<file path="config.mk">
export PLATFORM = sky130hd
export DESIGN_NAME = r2sdf_ip_sequencer_flat
export DESIGN_NICKNAME = d
export VERILOG_FILES = /design/src/rtl/r2sdf_ip_sequencer_if.sv /design/src/rtl/r2sdf_ip_sequencer.sv /design/src/flat_wrapper.sv
export SDC_FILE = /design/constraint.sdc
export NUM_CORES = 1
export LEC_CHECK = 0
export ABC_AREA = 1
export CELL_PAD_IN_SITES_DETAIL_PLACEMENT = 0
export CELL_PAD_IN_SITES_GLOBAL_PLACEMENT = 1
export CORE_ASPECT_RATIO = 1.4
export CORE_MARGIN = 3
export CORE_UTILIZATION = 44
export DETAILED_ROUTE_END_ITERATION = 16
export GPL_ROUTABILITY_DRIVEN = 0
export PLACE_DENSITY = 0.84
export SLEW_MARGIN = 20
export SYNTH_ARGS = -nofsm -noshare
export SYNTH_HDL_FRONTEND = slang
export SYNTH_SLANG_ARGS = --single-unit
</file>
<file path="constraint.sdc">
create_clock -name clk -period 3 [get_ports clk]
set_input_delay 0.6 -clock clk [delete_from_list [all_inputs] [get_ports clk]]
set_output_delay 0.6 -clock clk [all_outputs]
set_load 0.005 [all_outputs]
</file>
<file path="src/rtl/r2sdf_ip_sequencer_if.sv">
`default_nettype none
// ============================================================================
// Module   : r2sdf_ip_sequencer_if
// Brief    : Sample-in / fixed-point-out bus of the radix-2 SDF input sequencer
// Revision : 1.0 - initial release
// ============================================================================
interface r2sdf_ip_sequencer_if #(
    parameter int LOG2_LEN = 3
);
    logic                start;
    logic [31:0]         in_data;
    logic                in_valid;
    logic                in_ready;
    logic                out_hold;
    logic [31:0]         out_data;
    logic                out_valid;
    logic                out_first;
    logic                out_last;
    logic [LOG2_LEN-1:0] sample_idx;
    logic                flush;
    logic                frame_done;
    logic                busy;
    logic                ovf;

    // Sequencer side
    modport slave (
        input  start, in_data, in_valid, out_hold,
        output in_ready, out_data, out_valid, out_first, out_last,
               sample_idx, flush, frame_done, busy, ovf
    );

    // Producer / consumer side
    modport master (
        output start, in_data, in_valid, out_hold,
        input  in_ready, out_data, out_valid, out_first, out_last,
               sample_idx, flush, frame_done, busy, ovf
    );
endinterface
`default_nettype wire

</file>
<file path="src/rtl/r2sdf_ip_sequencer.sv">
`default_nettype none
// ============================================================================
// Module   : r2sdf_ip_sequencer
// Brief    : Frame loader, Q16.16 converter and streamer feeding the first
//            radix-2 SDF FFT stage, followed by a delay-line flush window.
// Revision : 1.0 - initial release
// ============================================================================
module r2sdf_ip_sequencer #(
    parameter int LENGTH    = 8,
    parameter int LOG2_LEN  = 3,
    parameter int FRAC_BITS = 16
) (
    input  logic                  clk,
    input  logic                  rst,
    r2sdf_ip_sequencer_if.slave   bus
);

    localparam logic [LOG2_LEN-1:0] c_LAST    = LOG2_LEN'(LENGTH - 1);
    localparam logic [LOG2_LEN-1:0] c_FL_LAST = LOG2_LEN'(LENGTH - 2);
    localparam logic [LOG2_LEN-1:0] c_ONE     = LOG2_LEN'(1);
    localparam int                  c_OVF_LSB = 31 - FRAC_BITS;

    typedef enum logic [1:0] {
        S_IDLE   = 2'd0,
        S_LOAD   = 2'd1,
        S_STREAM = 2'd2,
        S_FLUSH  = 2'd3
    } state_t;

    state_t              r_state;
    logic [31:0]         r_buf [LENGTH];
    logic [LOG2_LEN-1:0] r_wr_cnt;
    logic [LOG2_LEN-1:0] r_rd_cnt;
    logic [LOG2_LEN-1:0] r_fl_cnt;
    logic [LOG2_LEN-1:0] r_idx;
    logic [31:0]         r_out_data;
    logic                r_out_valid;
    logic                r_first;
    logic                r_last;
    logic                r_flush;
    logic                r_done;
    logic                r_pending;
    logic                r_ovf;

    logic                w_accept;
    logic                w_load_exit;
    logic                w_stream_due;
    logic                w_emit;
    logic                w_stall;
    logic                w_range_ovf;
    logic [31:0]         w_conv;

    assign w_accept     = (r_state == S_LOAD) && bus.in_valid;
    assign w_load_exit  = w_accept && (r_wr_cnt == c_LAST);
    // A beat is owed either on the LOAD exit edge or while the last beat has not yet been shown
    assign w_stream_due = w_load_exit || ((r_state == S_STREAM) && !r_last);
    assign w_emit       = w_stream_due && !bus.out_hold;
    assign w_stall      = w_stream_due && bus.out_hold;
    // Upper bits beyond the fpt integer field are dropped by the shift
    assign w_conv       = r_buf[r_rd_cnt] << FRAC_BITS;
    assign w_range_ovf  = !((&bus.in_data[31:c_OVF_LSB]) || !(|bus.in_data[31:c_OVF_LSB]));

    assign bus.in_ready   = (r_state == S_LOAD);
    assign bus.busy       = (r_state != S_IDLE);
    assign bus.out_data   = r_out_data;
    assign bus.out_valid  = r_out_valid;
    assign bus.out_first  = r_first;
    assign bus.out_last   = r_last;
    assign bus.sample_idx = r_idx;
    assign bus.flush      = r_flush;
    assign bus.frame_done = r_done;
    assign bus.ovf        = r_ovf;

    // Frame buffer; every entry is rewritten before it is streamed, so no reset is needed
    always_ff @(posedge clk) begin
        if (w_accept) begin
            r_buf[r_wr_cnt] <= bus.in_data;
        end
    end

    // Control FSM with registered stream/flush outputs
    always_ff @(posedge clk or posedge rst) begin
        if (rst) begin
            r_state     <= S_IDLE;
            r_wr_cnt    <= '0;
            r_rd_cnt    <= '0;
            r_fl_cnt    <= '0;
            r_idx       <= '0;
            r_out_data  <= '0;
            r_out_valid <= 1'b0;
            r_first     <= 1'b0;
            r_last      <= 1'b0;
            r_flush     <= 1'b0;
            r_done      <= 1'b0;
            r_pending   <= 1'b0;
            r_ovf       <= 1'b0;
        end else begin
            r_done <= 1'b0;

            if (bus.start && (r_state != S_IDLE)) begin
                r_pending <= 1'b1;
            end

            if (w_accept && w_range_ovf) begin
                r_ovf <= 1'b1;
            end

            case (r_state)
                S_IDLE: begin
                    if (bus.start) begin
                        r_state <= S_LOAD;
                    end
                end
                S_LOAD: begin
                    if (w_accept) begin
                        r_wr_cnt <= r_wr_cnt + c_ONE;
                        if (r_wr_cnt == c_LAST) begin
                            r_state <= S_STREAM;
                        end
                    end
                end
                S_STREAM: begin
                    // The last beat has been presented for one cycle; start draining
                    if (r_last) begin
                        r_state     <= S_FLUSH;
                        r_out_valid <= 1'b0;
                        r_out_data  <= '0;
                        r_idx       <= '0;
                        r_first     <= 1'b0;
                        r_last      <= 1'b0;
                        r_rd_cnt    <= '0;
                        r_flush     <= 1'b1;
                        r_fl_cnt    <= '0;
                        r_done      <= (LENGTH == 2);
                    end
                end
                S_FLUSH: begin
                    if (r_fl_cnt == c_FL_LAST) begin
                        r_flush   <= 1'b0;
                        r_fl_cnt  <= '0;
                        r_pending <= 1'b0;
                        r_state   <= (r_pending || bus.start) ? S_LOAD : S_IDLE;
                    end else begin
                        r_fl_cnt <= r_fl_cnt + c_ONE;
                        r_done   <= ((r_fl_cnt + c_ONE) == c_FL_LAST);
                    end
                end
                default: r_state <= S_IDLE;
            endcase

            // Beat emission shared by the LOAD exit edge and STREAM
            if (w_emit) begin
                r_out_valid <= 1'b1;
                r_out_data  <= w_conv;
                r_idx       <= r_rd_cnt;
                r_first     <= (r_rd_cnt == '0);
                r_last      <= (r_rd_cnt == c_LAST);
                r_rd_cnt    <= r_rd_cnt + c_ONE;
            end else if (w_stall) begin
                r_out_valid <= 1'b0;
                r_first     <= 1'b0;
                r_last      <= 1'b0;
            end
        end
    end

endmodule
`default_nettype wire

</file>
<file path="src/flat_wrapper.sv">
// flat-port wrapper written by rule: the top's interface ports become plain ports
module r2sdf_ip_sequencer_flat 
#(
    parameter int LENGTH    = 8,
    parameter int LOG2_LEN  = 3,
    parameter int FRAC_BITS = 16
)
  (clk, rst, bus_start, bus_in_data, bus_in_valid, bus_out_hold, bus_in_ready, bus_out_data, bus_out_valid, bus_out_first, bus_out_last, bus_sample_idx, bus_flush, bus_frame_done, bus_busy, bus_ovf);
  r2sdf_ip_sequencer_if #(.LOG2_LEN(LOG2_LEN)) bus_i ();
  input  logic clk;
  input  logic rst;
  input wire logic [$bits(bus_i.start)-1:0] bus_start;
  input wire logic [$bits(bus_i.in_data)-1:0] bus_in_data;
  input wire logic [$bits(bus_i.in_valid)-1:0] bus_in_valid;
  input wire logic [$bits(bus_i.out_hold)-1:0] bus_out_hold;
  output wire logic [$bits(bus_i.in_ready)-1:0] bus_in_ready;
  output wire logic [$bits(bus_i.out_data)-1:0] bus_out_data;
  output wire logic [$bits(bus_i.out_valid)-1:0] bus_out_valid;
  output wire logic [$bits(bus_i.out_first)-1:0] bus_out_first;
  output wire logic [$bits(bus_i.out_last)-1:0] bus_out_last;
  output wire logic [$bits(bus_i.sample_idx)-1:0] bus_sample_idx;
  output wire logic [$bits(bus_i.flush)-1:0] bus_flush;
  output wire logic [$bits(bus_i.frame_done)-1:0] bus_frame_done;
  output wire logic [$bits(bus_i.busy)-1:0] bus_busy;
  output wire logic [$bits(bus_i.ovf)-1:0] bus_ovf;
  assign bus_i.start = bus_start;
  assign bus_i.in_data = bus_in_data;
  assign bus_i.in_valid = bus_in_valid;
  assign bus_i.out_hold = bus_out_hold;
  assign bus_in_ready = bus_i.in_ready;
  assign bus_out_data = bus_i.out_data;
  assign bus_out_valid = bus_i.out_valid;
  assign bus_out_first = bus_i.out_first;
  assign bus_out_last = bus_i.out_last;
  assign bus_sample_idx = bus_i.sample_idx;
  assign bus_flush = bus_i.flush;
  assign bus_frame_done = bus_i.frame_done;
  assign bus_busy = bus_i.busy;
  assign bus_ovf = bus_i.ovf;
  r2sdf_ip_sequencer #(.LENGTH(LENGTH), .LOG2_LEN(LOG2_LEN), .FRAC_BITS(FRAC_BITS)) u_core (.clk(clk), .rst(rst), .bus(bus_i));
endmodule
</file>
; ---- Word-level counts from Yosys, hierarchy flattened
; Memories as Yosys holds them, arrays and structs flattened.
; Cells that the tools add are included.
[totals]
register_bits = 53
ramBits = 256
in_bits = 37
out_inout_bits = 43
elab_cells = 93
mem_count = 1
[memory_table]
columns = memory, words, word_bits, rd, rd_ports_with_merged_regs, wr, line
row1 = u_core.r_buf, 8, 32, 1, 0, 1, r2sdf_ip_sequencer.sv:31  ; logic [31:0] r_buf [LENGTH];
[op_classes]
n_addsub = 3
eq_ne = 12
n_mux = 34
reduce_logical = 30
[op_table]
columns = cell, n
row1 = 2-to-1 mux 32 bit, 3
row2 = 2-to-1 mux 1 bit, 18
row3 = AND reduction 17 bit, 1
row4 = OR reduction 17 bit, 1
row5 = 2-to-1 mux 3 bit, 5
row6 = "== test 3 bit, second input constant", 4
row7 = 2-to-1 mux 2 bit, 5
row8 = "adder 3 x 1 -> 3 bit, second input constant", 3
row9 = "inequality test 2 x 1 -> 1 bit, second input constant", 4
row10 = case mux 2 bit (4 select lines), 1
row11 = AND reduction 2 bit, 4
row12 = nonzero test 2 bit, 4
row13 = logical AND 1 bit, 7
row14 = case mux 3 bit (2 select lines), 1
row15 = nonzero test 3 bit, 2
row16 = AND reduction 5 bit, 1
row17 = "== test 2 bit, second input constant", 2
row18 = logical NOT 1 bit, 4
row19 = logical NOT 3 bit, 1
row20 = logical OR 1 bit, 3
row21 = AND reduction 3 bit, 1
row22 = "== test 2 x 1 -> 1 bit, second input constant", 1
row23 = logical NOT 2 bit, 1
row24 = "inequality test 2 bit, second input constant", 1
row25 = case mux 1 bit (2 select lines), 1

; ---- Logic depth before layout (Yosys ltp)
; Gate-level depths: netlist (run 1).
[logic_depth]
word_depth = 7
depth_mapped = 12
mapped_depth_nobuf = 11

; ---- Least setup slack after synthesis (run 1)
; Ideal clock, no wire load.
[synth_timing]
path_type = register to register
startpoint = register u_core.r_state[1]
endpoint = memory u_core.r_buf[0][0] (enable)
setup_ns = 0.388
t_arrival_ns = 1.800
required_time_ns = 2.612
path_slack_ns = 0.811
path_stages_with_launch = 6
synth_period_minus_slack_ns = 2.189
path_cell_list = dfrtp_1 inv_1 ha_1 nand2_2 or2_2 nor2_1
[synth_via]
elab_chain_cells = 4
[synth_rtl]
columns = element, line
row1 = from (decl), r2sdf_ip_sequencer.sv:30  ; state_t r_state;
row2 = from (signal assigned), r2sdf_ip_sequencer.sv:142  ; r_state <= (r_pending || bus.start) ? S_LOAD : S_IDLE;
row3 = == test 2 x 1 -> 1 bit, --
row4 = via bus_in_ready, flat_wrapper.sv:16  ; output wire logic [$bits(bus_i.in_ready)-1:0] bus_in_ready;
row5 = logical AND 1 bit, r2sdf_ip_sequencer.sv:53  ; assign w_accept = (r_state == S_LOAD) && bus.in_valid;
row6 = 2-to-1 mux 1 bit, r2sdf_ip_sequencer.sv:76  ; if (w_accept) begin
row7 = 2-to-1 mux 1 bit (implied by the code), r2sdf_ip_sequencer.sv:77  ; r_buf[r_wr_cnt] <= bus.in_data;
row8 = to (decl), r2sdf_ip_sequencer.sv:31
; The timed path passes the listed nets, and every way through them passes these cells.

; ---- Worst setup path in the final report (run 1)
[layout_timing]
startpoint = register u_core.r_state[0]
endpoint = output port bus_busy
[layout_via]
elab_chain_cells = 1
[layout_rtl]
columns = element, line
row1 = nonzero test 2 bit, r2sdf_ip_sequencer.sv:64  ; assign bus.busy = (r_state != S_IDLE);
row2 = to (decl), flat_wrapper.sv:24  ; output wire logic [$bits(bus_i.busy)-1:0] bus_busy;
; Every way passes these cells.

==> flow_summary_export.csv, run 1 <==
group,metric,value,unit
clock_network,tritoncts,"built",
sta,relSlewSlack,42.99,%
sta,final_max_slew_viol_count,0,
placement,hpwlAfterDp,10100,um
floorplan,fp.dieH,155.5,um
floorplan,die_width,112.8,um
sta,finClkSkew,0.009233,ns
drt,drtPass1Iterations,5,
sta,setup_viol,0,
global_routing,track_usage,17.19,%
floorplan,io_pins,80,
drt,wl_per_cell,15.99,um
setup_path,arrival,1.74,ns
clock_network,clkLatencyLatePin,0.42,ns
layout,final_cells,916,
drt,viasPerCell,5.121,
clock_network,cts_buffer_depth,2,
setup_path,cp-end-kind,"primary output",
synthesis,synth-compound-area-share,1.514,%
layout,fin_nets,753,
pwr,power,0.007113,W
synthesis,syn-mean-instance-area,10.98,um2
pwr,ir_worst_vdd,593.6,uV
synthesis,synthMuxAreaShare,0,%
sta,fmax,427.7,MHz
synthesis,yosys.area_share.simple,22.85,%
setup_path,start_kind,"register",
synthesis,yosysSeqAreaShare,67.89,%
sta,worst_pin_slew,0.8540,ns
worst_hold_path,hp-class,"primary input to asynchronous set/reset pin",
drt,routed_wl,14640,um
drt,ant_nets,0,
global_routing,grt_max_degree,66,
floorplan,core_area,0.01561,mm2
synthesis,ys_ff_latch,165,
clock_network,ctsHoldBuffers,0,
synthesis,synth_fa_ha_area_share,1.603,%
outcome,status,"complete, no violations",
synthesis,synthCells,640,
sta,fin_crit_sh,77.94,%
layout,drive_above_1_share,8.056,%
floorplan,rows,54,
layout,seq_area,0.004771,mm2
setup_path,r2r_setup_slack,1.12,ns
clock_network,cts_buffers,17,
setup_path,crit_path_max_fanout,4,
setup_path,critPathRequiredTime,2.40,ns
layout,multiInputGateArea,0.001884,mm2
global_routing,grt.overflow.total,0,
placement,port_buffers,63,
clock_network,post_cts_buffers,0,
drt,drc,0,
setup_path,critPathKind,"register to primary output",
global_routing,antenna_found_initial,0,
run,drv_cap,0,
layout,antenna_cells,0,
sta,rsz0062_at_grt,"no",
global_routing,grt_first_pass_wirelength,23670,um
synthesis,synth_xor_area_share,0,%
clock_network,root_buffer,"clkbuf_16",
sta,hold_viol,0,
layout,fillers,1315,
sta,fin_tns_setup,0,ns
global_routing,grt_pass1_vias,4664,
synthesis,synthDistinctLibCells,24,
synthesis,ys_warn_count,0,
drt,via_count,4691,
drt,drt_iter0_drc,330,
layout,final_util,53.01,%
floorplan,initial_utilization,45.01,%
clock_network,cts_resized,0,
synthesis,synth_top_family_by_area,"simple AND/OR/NAND/NOR gates",
pwr,cellPowerDensity,859.7,mW/mm2
floorplan,dieArea,0.01754,mm2
placement,place_inst,884,
clock_network,clock-sinks,165,
pwr,p_leak,3.302,nW
layout,syn_to_final_growth,17.77,%
synthesis,syn_area,0.007025,mm2
clock_network,h-tree-depth,4,
sta,min_period,2.338,ns
clock_network,path_clk_slew,0.06,ns
[flip-flops by register name, indices dropped and copies added, names as in the netlist]
register and count:
u_core.r_buf 128, u_core.bus.out_data 16, u_core.bus.sample_idx 3, u_core.r_fl_cnt 3, u_core.r_rd_cnt 3, u_core.r_wr_cnt 3
u_core.r_state 2, u_core.bus.flush 1, u_core.bus.frame_done 1, u_core.bus.out_first 1, u_core.bus.out_last 1, u_core.bus.out_valid 1
u_core.bus.ovf 1, u_core.r_pending 1
[cell families (layout without fill, tap and decap cells)]
family	count (synthesis)	count (layout)
other	1	16
buffers and inverters	69	134
flip-flops	165	165
adder cells (fa/ha/maj)	9	9
AO/OA/AOI/OAI	20	20
AND/OR/NAND/NOR	376	376
[cell usage after synthesis]
| master | number | area (um2) |
|---|---|---|
| nand4_1 | 1 | 6.260 |
| ha_1 | 9 | 112.6 |
| nand2_4 | 3 | 33.78 |
| nand3_1 | 125 | 625.6 |
| buf_2 | 14 | 70.07 |
| inv_1 | 18 | 67.56 |
| clkbuf_1 | 1 | 3.750 |
| o21ai_2 | 1 | 8.760 |
| o21ai_1 | 6 | 30.03 |
| nor2_1 | 23 | 86.33 |
| inv_4 | 2 | 12.51 |
| nand2_2 | 2 | 12.51 |
| buf_4 | 23 | 172.7 |
| or2_2 | 2 | 12.51 |
| conb_1 | 1 | 3.750 |
| a21oi_1 | 3 | 15.01 |
| edfxtp_1 | 128 | 3844 |
| inv_2 | 3 | 11.26 |
| nand2_1 | 218 | 818.3 |
| buf_6 | 8 | 90.09 |
| o211ai_1 | 1 | 7.510 |
| dfrtp_1 | 37 | 925.9 |
| o21ai_0 | 9 | 45.04 |
| nor3_1 | 2 | 10.01 |
[final cells by class]
| type | count | share of cell area (%) |
|---|---|---|
| clock inverter | 14 | 1.240 |
| inverter | 23 | 1.104 |
| multi-input combinational | 421 | 22.77 |
| clock buffer | 18 | 5.187 |
| tap | 196 | 2.964 |
| timing repair buffer | 79 | 9.073 |
| sequential | 165 | 57.66 |
[cell usage in the layout (no fill, tap or decap)]
cell / n
clkinv_2: 1
nand2_4: 3
o211ai_1: 1
inv_8: 1
o21ai_2: 1
clkinv_4: 1
nand2_1: 218
o21ai_1: 6
a21oi_1: 3
nand2_2: 2
nand3_1: 125
nand4_1: 1
inv_6: 5
nor2_1: 23
dfrtp_2: 1
inv_1: 18
o21ai_0: 9
dfrtp_1: 36
clkbuf_1: 1
or2_2: 2
ha_1: 9
clkdlybuf4s50_1: 63
nor3_1: 2
clkbuf_16: 17
buf_4: 16
edfxtp_1: 128
conb_1: 16
inv_4: 2
clkinvlp_4: 3
clkinv_1: 3
inv_2: 3
[layer usage]
layer	routed length [um]	GRT usage (%)	up-vias
li1	-	-	2280
met1	6012	21.01	2224
met2	7660	30.14	162
met3	697	2.802	25
met4	273	7.216	0
met5	0	0	-
[where the power goes]
group          leakage (nW)  internal, W  total, W  switching (W)
clock                 0.253      0.00107   0.00196       0.000891
combinational          1.43     0.000833   0.00216        0.00133
sequential             1.62      0.00277   0.00300       0.000230
[final timing paths]
path,from,end,cells past startpoint
min in group clk,u_core.bus.ovf,u_core.bus.ovf,2
max in group asynchronous,rst,u_core.r_rd_cnt[0],3
setup / recovery,u_core.r_state[0],bus_busy,4
hold reg to reg,u_core.bus.ovf,u_core.bus.ovf,2
setup reg to reg,u_core.r_rd_cnt[1],u_core.bus.out_data[21],6
hold / removal,rst,u_core.bus.sample_idx[1],2
[worst max-delay path, stage by stage (launching register included)]
cell	delay (ns)
dfrtp_1	0.40
inv_1	0.10
ha_1	0.21
inv_1	0.09
clkdlybuf4s50_1	0.51
[metrics by stage]
step	setup WS [ns]	hold WS, ns	cell area (um2)
3_3_place_gp	0.8003	0.4528	7742
3_5_place_dp	0.7848	0.4508	7742
2_1_floorplan	0.8113	0.4570	7082
6_report	0.6617	0.4575	8274
4_1_cts	0.6451	0.4545	8274
5_1_grt	0.5575	0.4910	8274
No activity file was read; power rests on OpenSTA's default activity.
==> run 2: changes to the inputs <==
==> constraint.sdc (replaced) <==
create_clock -name clk -period 2.2 [get_ports clk]
set_input_delay 0.44 -clock clk [delete_from_list [all_inputs] [get_ports clk]]
set_output_delay 0.44 -clock clk [all_outputs]
set_load 0.005 [all_outputs]
==> flow_summary_export.csv, run 2 (synthesis results as in run 1) <==
group,metric,value,unit
outcome,status,"complete, no violations",
layout,largest-register,"u_core.r_buf",
pwr,internal-power,0.006444,W
sta,whs,0.3165,ns
setup_path,crit_family,"buffers and inverters",
layout,syn_to_final_growth,19.66,%
setup_path,path_buf_inv,2,
pwr,p_leak,3.341,nW
clock_network,cts_buffers,17,
layout,final_cell_mix,"nand2_1, edfxtp_1, nand3_1",
drt,drt_iter0_drc,346,
pwr,p_clk_share,26.5,%
global_routing,grt.overflow.total,0,
sta,final_max_slew_viol_count,0,
setup_path,cp-end-kind,"primary output",
pwr,cellPowerDensity,1164,mW/mm2
floorplan,dieArea,0.01754,mm2
drt,viasPerCell,5.188,
sta,setup_viol,0,
pwr,p_switching,0.003342,W
setup_path,worstReg2RegEnd,"u_core.r_buf[4][7]",
floorplan,rows,54,
drt,via_count,4768,
pwr,seq_power_share,41.4,%
sta,relSlewSlack,46.00,%
clock_network,clock-sinks,165,
layout,final_util,53.86,%
drt,ant_nets,0,
global_routing,antenna_found_initial,0,
setup_path,rr_startpoint,"u_core.r_state[1]",
clock_network,root_buffer,"clkbuf_16",
setup_path,critPathRequiredTime,1.76,ns
global_routing,grt_pass1_vias,4709,
sta,hold_viol,0,
clock_network,h-tree-depth,4,
drt,routed_wl,14980,um
drt,drc,0,
worst_hold_path,hp-class,"primary input to asynchronous set/reset pin",
layout,fin_nets,757,
global_routing,grt_max_degree,68,
pwr,ir_worst_vdd,617.7,uV
layout,drive_above_1_share,8.575,%
drt,wl_per_cell,16.30,um
placement,port_buffers,63,
global_routing,grt_first_pass_wirelength,23490,um
setup_path,arrival,1.68,ns
floorplan,core_area,0.01561,mm2
floorplan,die_width,112.8,um
sta,worst_pin_slew,0.8099,ns
sta,fin_crit_sh,96.17,%
layout,final_common_cell,"nand2_1",
floorplan,fp.dieH,155.5,um
global_routing,track_usage,17.08,%
sta,fin_tns_setup,0,ns
setup_path,cp_slowest_cell,"clkdlybuf4s50_1",
setup_path,r2r.worst_path.cells,6,
clock_network,clkLatencyLatePin,0.42,ns
setup_path,crit_path_max_fanout,3,
setup_path,r2r_setup_slack,0.34,ns
layout,antenna_cells,0,
sta,fmax,472.6,MHz
drt,drtPass1Iterations,5,
clock_network,tritoncts,"built",
layout,largest_reg_flops,128,
pwr,pwr-share-comb,32.1,%
sta,rsz0062_at_grt,"no",
sta,finClkSkew,0.005646,ns
sta,min_period,2.116,ns
pwr,sw_frac_of_total,34.15,%
setup_path,path_cells,"inv_1, ha_1, clkdlybuf4s50_1",
clock_network,path_clk_slew,0.06,ns
setup_path,critPathKind,"register to primary output",
placement,hpwlAfterDp,9862,um
setup_path,crit_path_max_incr_delay,0.54,ns
run,drv_cap,0,
clock_network,ctsHoldBuffers,0,
setup_path,start_kind,"register",
clock_network,cts_buffer_depth,2,
floorplan,initial_utilization,45.01,%
floorplan,io_pins,80,
## run 2: changes by cell type in the layout (fill, tap and decap cells not counted), sizes merged
cell           change
clkbuf             +2
buf                +4
inv                -5
dlymetal6s2s       +1
clkdlybuf4s50      -1
clkinvlp           +2
## run 2: final cells by class
type                    count  area [um2]
flip-flops and latches    165        4771
fillers                  1319        7201
clock buffers              20       436.7
repair buffers             83       895.9
clock inverters            11       82.58
inverters                  23       91.34
multi-input cells         421        1884
well taps                 196       245.2
## run 2: through the flow
step	worst slack [ns]	total power (W)	area, um2	cells
detailed placement	0.1481	0.007201	7863	885
finish	0.08423	0.009786	8407	919
global route	0.003987	0.01035	8407	919
floorplan	0.01129	0.006164	7082	655
CTS	0.01313	0.009782	8382	916
global placement	0.1364	0.007100	7863	885
## run 2: power by group through the flow
stage / combinational, W / sequential, W / clock (W)
floorplan: 0.00215 / 0.00402 / 0
global placement: 0.00300 / 0.00410 / 0
detailed placement: 0.00308 / 0.00412 / 0
CTS: 0.00311 / 0.00406 / 0.00262
global route: 0.00351 / 0.00410 / 0.00274
finish: 0.00314 / 0.00405 / 0.00259
## run 2: worst max path at each step
| stage | startpoint | to | slack [ns] | depth (start not counted) |
|---|---|---|---|---|
| 2_1_floorplan | u_core.r_state[1] | u_core.r_buf[0][0] | 0.01 | 5 |
| 3_3_place_gp | bus_in_valid | u_core.r_buf[6][11] | 0.14 | 5 |
| 3_5_place_dp | bus_in_valid | u_core.r_buf[0][10] | 0.15 | 5 |
| 4_1_cts | u_core.r_state[0] | bus_busy | 0.01 | 4 |
| 5_1_grt | u_core.r_state[1] | bus_in_ready | 0.004 | 3 |
| 6_report | u_core.r_state[1] | bus_in_ready | 0.08 | 3 |
## run 2: layer usage
| metal | wire, um | global-route usage, % | up-vias |
|---|---|---|---|
| met5 | 0 | 0 | - |
| met4 | 238 | 6.472 | 0 |
| met1 | 6091 | 20.46 | 2311 |
| met3 | 727 | 3.113 | 21 |
| li1 | - | - | 2287 |
| met2 | 7925 | 30.51 | 149 |
## run 2: repair_timing
| action | 4_1_cts | 5_1_grt |
|---|---|---|
| resized for setup | 0 | 2 |
| buffers inserted | 0 | 3 |
| setup endpoints to repair | 0 | 2 |
==> run 3: changes to the inputs <==
--- a/config.mk
+++ b/config.mk
@@ -13,7 +13,7 @@
 export CORE_UTILIZATION = 44
 export DETAILED_ROUTE_END_ITERATION = 16
 export GPL_ROUTABILITY_DRIVEN = 0
-export PLACE_DENSITY = 0.84
+export PLACE_DENSITY = 0.82
 export SLEW_MARGIN = 20
 export SYNTH_ARGS = -nofsm -noshare
 export SYNTH_HDL_FRONTEND = slang
==> flow_summary_export.csv, run 3 (synthesis results as in run 1) <==
group,metric,value,unit
setup_path,critPathRequiredTime,1.76,ns
layout,syn_to_final_growth,20.21,%
clock_network,clock-sinks,165,
layout,antenna_cells,0,
worst_hold_path,hp-class,"primary input to asynchronous set/reset pin",
sta,min_period,2.124,ns
clock_network,cts_buffers,17,
sta,finClkSkew,0.006029,ns
pwr,ir_worst_vdd,697.6,uV
layout,final_cell_mix,"nand2_1, edfxtp_1, nand3_1",
layout,final_common_cell,"nand2_1",
layout,largest-register,"u_core.r_buf",
setup_path,arrival,1.68,ns
pwr,power,0.01002,W
sta,final_max_slew_viol_count,0,
setup_path,cp_slowest_cell,"clkdlybuf4s50_1",
clock_network,path_clk_slew,0.07,ns
clock_network,ctsHoldBuffers,0,
drt,routed_wl,14910,um
layout,fin_nets,756,
setup_path,path_cells,"inv_2, ha_1, inv_1, clkdlybuf4s50_1",
sta,fmax,470.8,MHz
floorplan,initial_utilization,45.01,%
clock_network,h-tree-depth,4,
sta,fin_tns_setup,0,ns
sta,fin_crit_sh,96.55,%
global_routing,grt.overflow.total,0,
floorplan,rows,54,
drt,drtPass1Iterations,7,
drt,viasPerCell,5.168,
outcome,status,"complete, no violations",
global_routing,antenna_found_initial,0,
pwr,p_leak,3.367,nW
sta,whs,0.4386,ns
placement,hpwlAfterDp,9853,um
clock_network,tritoncts,"built",
setup_path,crit_path_max_fanout,4,
setup_path,crit_family,"buffers and inverters",
sta,worst_pin_slew,0.7930,ns
placement,place_inst,885,
layout,largest_reg_flops,128,
clock_network,clkLatencyLatePin,0.42,ns
layout,final_cells,919,
setup_path,r2r.worst_path.cells,6,
setup_path,cp-end-kind,"primary output",
placement,port_buffers,63,
drt,drt_iter0_drc,334,
pwr,cellPowerDensity,1186,mW/mm2
setup_path,critPathKind,"register to primary output",
clock_network,root_buffer,"clkbuf_16",
setup_path,path_buf_inv,3,
floorplan,die_width,112.8,um
drt,ant_nets,0,
setup_path,start_kind,"register",
setup_path,worstSetupPathDepth,4,
run,drv_cap,0,
drt,drc,0,
drt,wl_per_cell,16.22,um
floorplan,core_area,0.01561,mm2
sta,relSlewSlack,47.14,%
setup_path,crit_path_max_incr_delay,0.51,ns
sta,hold_viol,0,
global_routing,grt_pass1_vias,4630,
clock_network,cts_buffer_depth,2,
global_routing,grt_max_degree,44,
global_routing,grt_first_pass_wirelength,23470,um
global_routing,track_usage,17.21,%
floorplan,io_pins,80,
drt,via_count,4749,
sta,setup_viol,0,
floorplan,dieArea,0.01754,mm2
floorplan,fp.dieH,155.5,um
layout,drive_above_1_share,9.129,%
-- run 3: final timing paths --
kind / from / to / slack (ns)
setup reg to reg: u_core.r_state[1] / u_core.r_buf[4][11] / 0.36
max in group asynchronous: rst / u_core.r_rd_cnt[2] / 1.44
min in group clk: u_core.bus.ovf / u_core.bus.ovf / 0.48
hold reg to reg: u_core.bus.ovf / u_core.bus.ovf / 0.48
hold / removal: rst / u_core.bus.sample_idx[1] / 0.44
setup / recovery: u_core.r_state[1] / bus_busy / 0.08
-- run 3: where the power goes --
group | total (W) | leakage (nW) | internal (W) | switching, W
combinational | 0.00312 | 1.47 | 0.00122 | 0.00190
clock | 0.00286 | 0.281 | 0.00152 | 0.00134
sequential | 0.00404 | 1.62 | 0.00377 | 0.000268
total | 0.0100 | 3.37 | 0.00650 | 0.00351
-- run 3: worst register-to-register path, stage by stage, from the launching register on --
cell,delay [ns]
dfrtp_1,0.42
inv_2,0.09
ha_2,0.20
nand2_2,0.09
or2_2,0.34
nor2_1,0.21
buf_12,0.19
-- run 3: repair_timing --
action                                  CTS  global route
setup buffers                             1             1
endpoints found under the setup margin    1             2
resized for setup                         0             2
-- run 3: stage by stage --
stage | area (um2) | util [%] | setup WS (ns)
floorplan | 7082 | - | 0.01129
global placement | 7849 | 50.29 | 0.1380
detailed placement | 7849 | 50.29 | 0.1402
CTS | 8436 | 54.05 | 0.007941
global route | 8446 | 54.11 | -0.003713
finish | 8446 | 54.11 | 0.07590
-- run 3: cell type report --
type | count | area, um2
timing repair buffer | 82 | 873.3
multi-input combinational | 421 | 1887
tap | 196 | 245.2
inverter | 23 | 91.34
clock buffer | 17 | 425.4
clock inverter | 15 | 153.9
sequential | 165 | 4770
fill | 1306 | 7162
-- run 3: layer usage --
| metal | routed length, um | vias up | GRT usage, % |
|---|---|---|---|
| met5 | 0 | - | 0 |
| met3 | 798 | 31 | 2.490 |
| met1 | 6240 | 2235 | 22.10 |
| met4 | 344 | 0 | 7.446 |
| met2 | 7526 | 193 | 29.12 |
| li1 | - | 2290 | - |
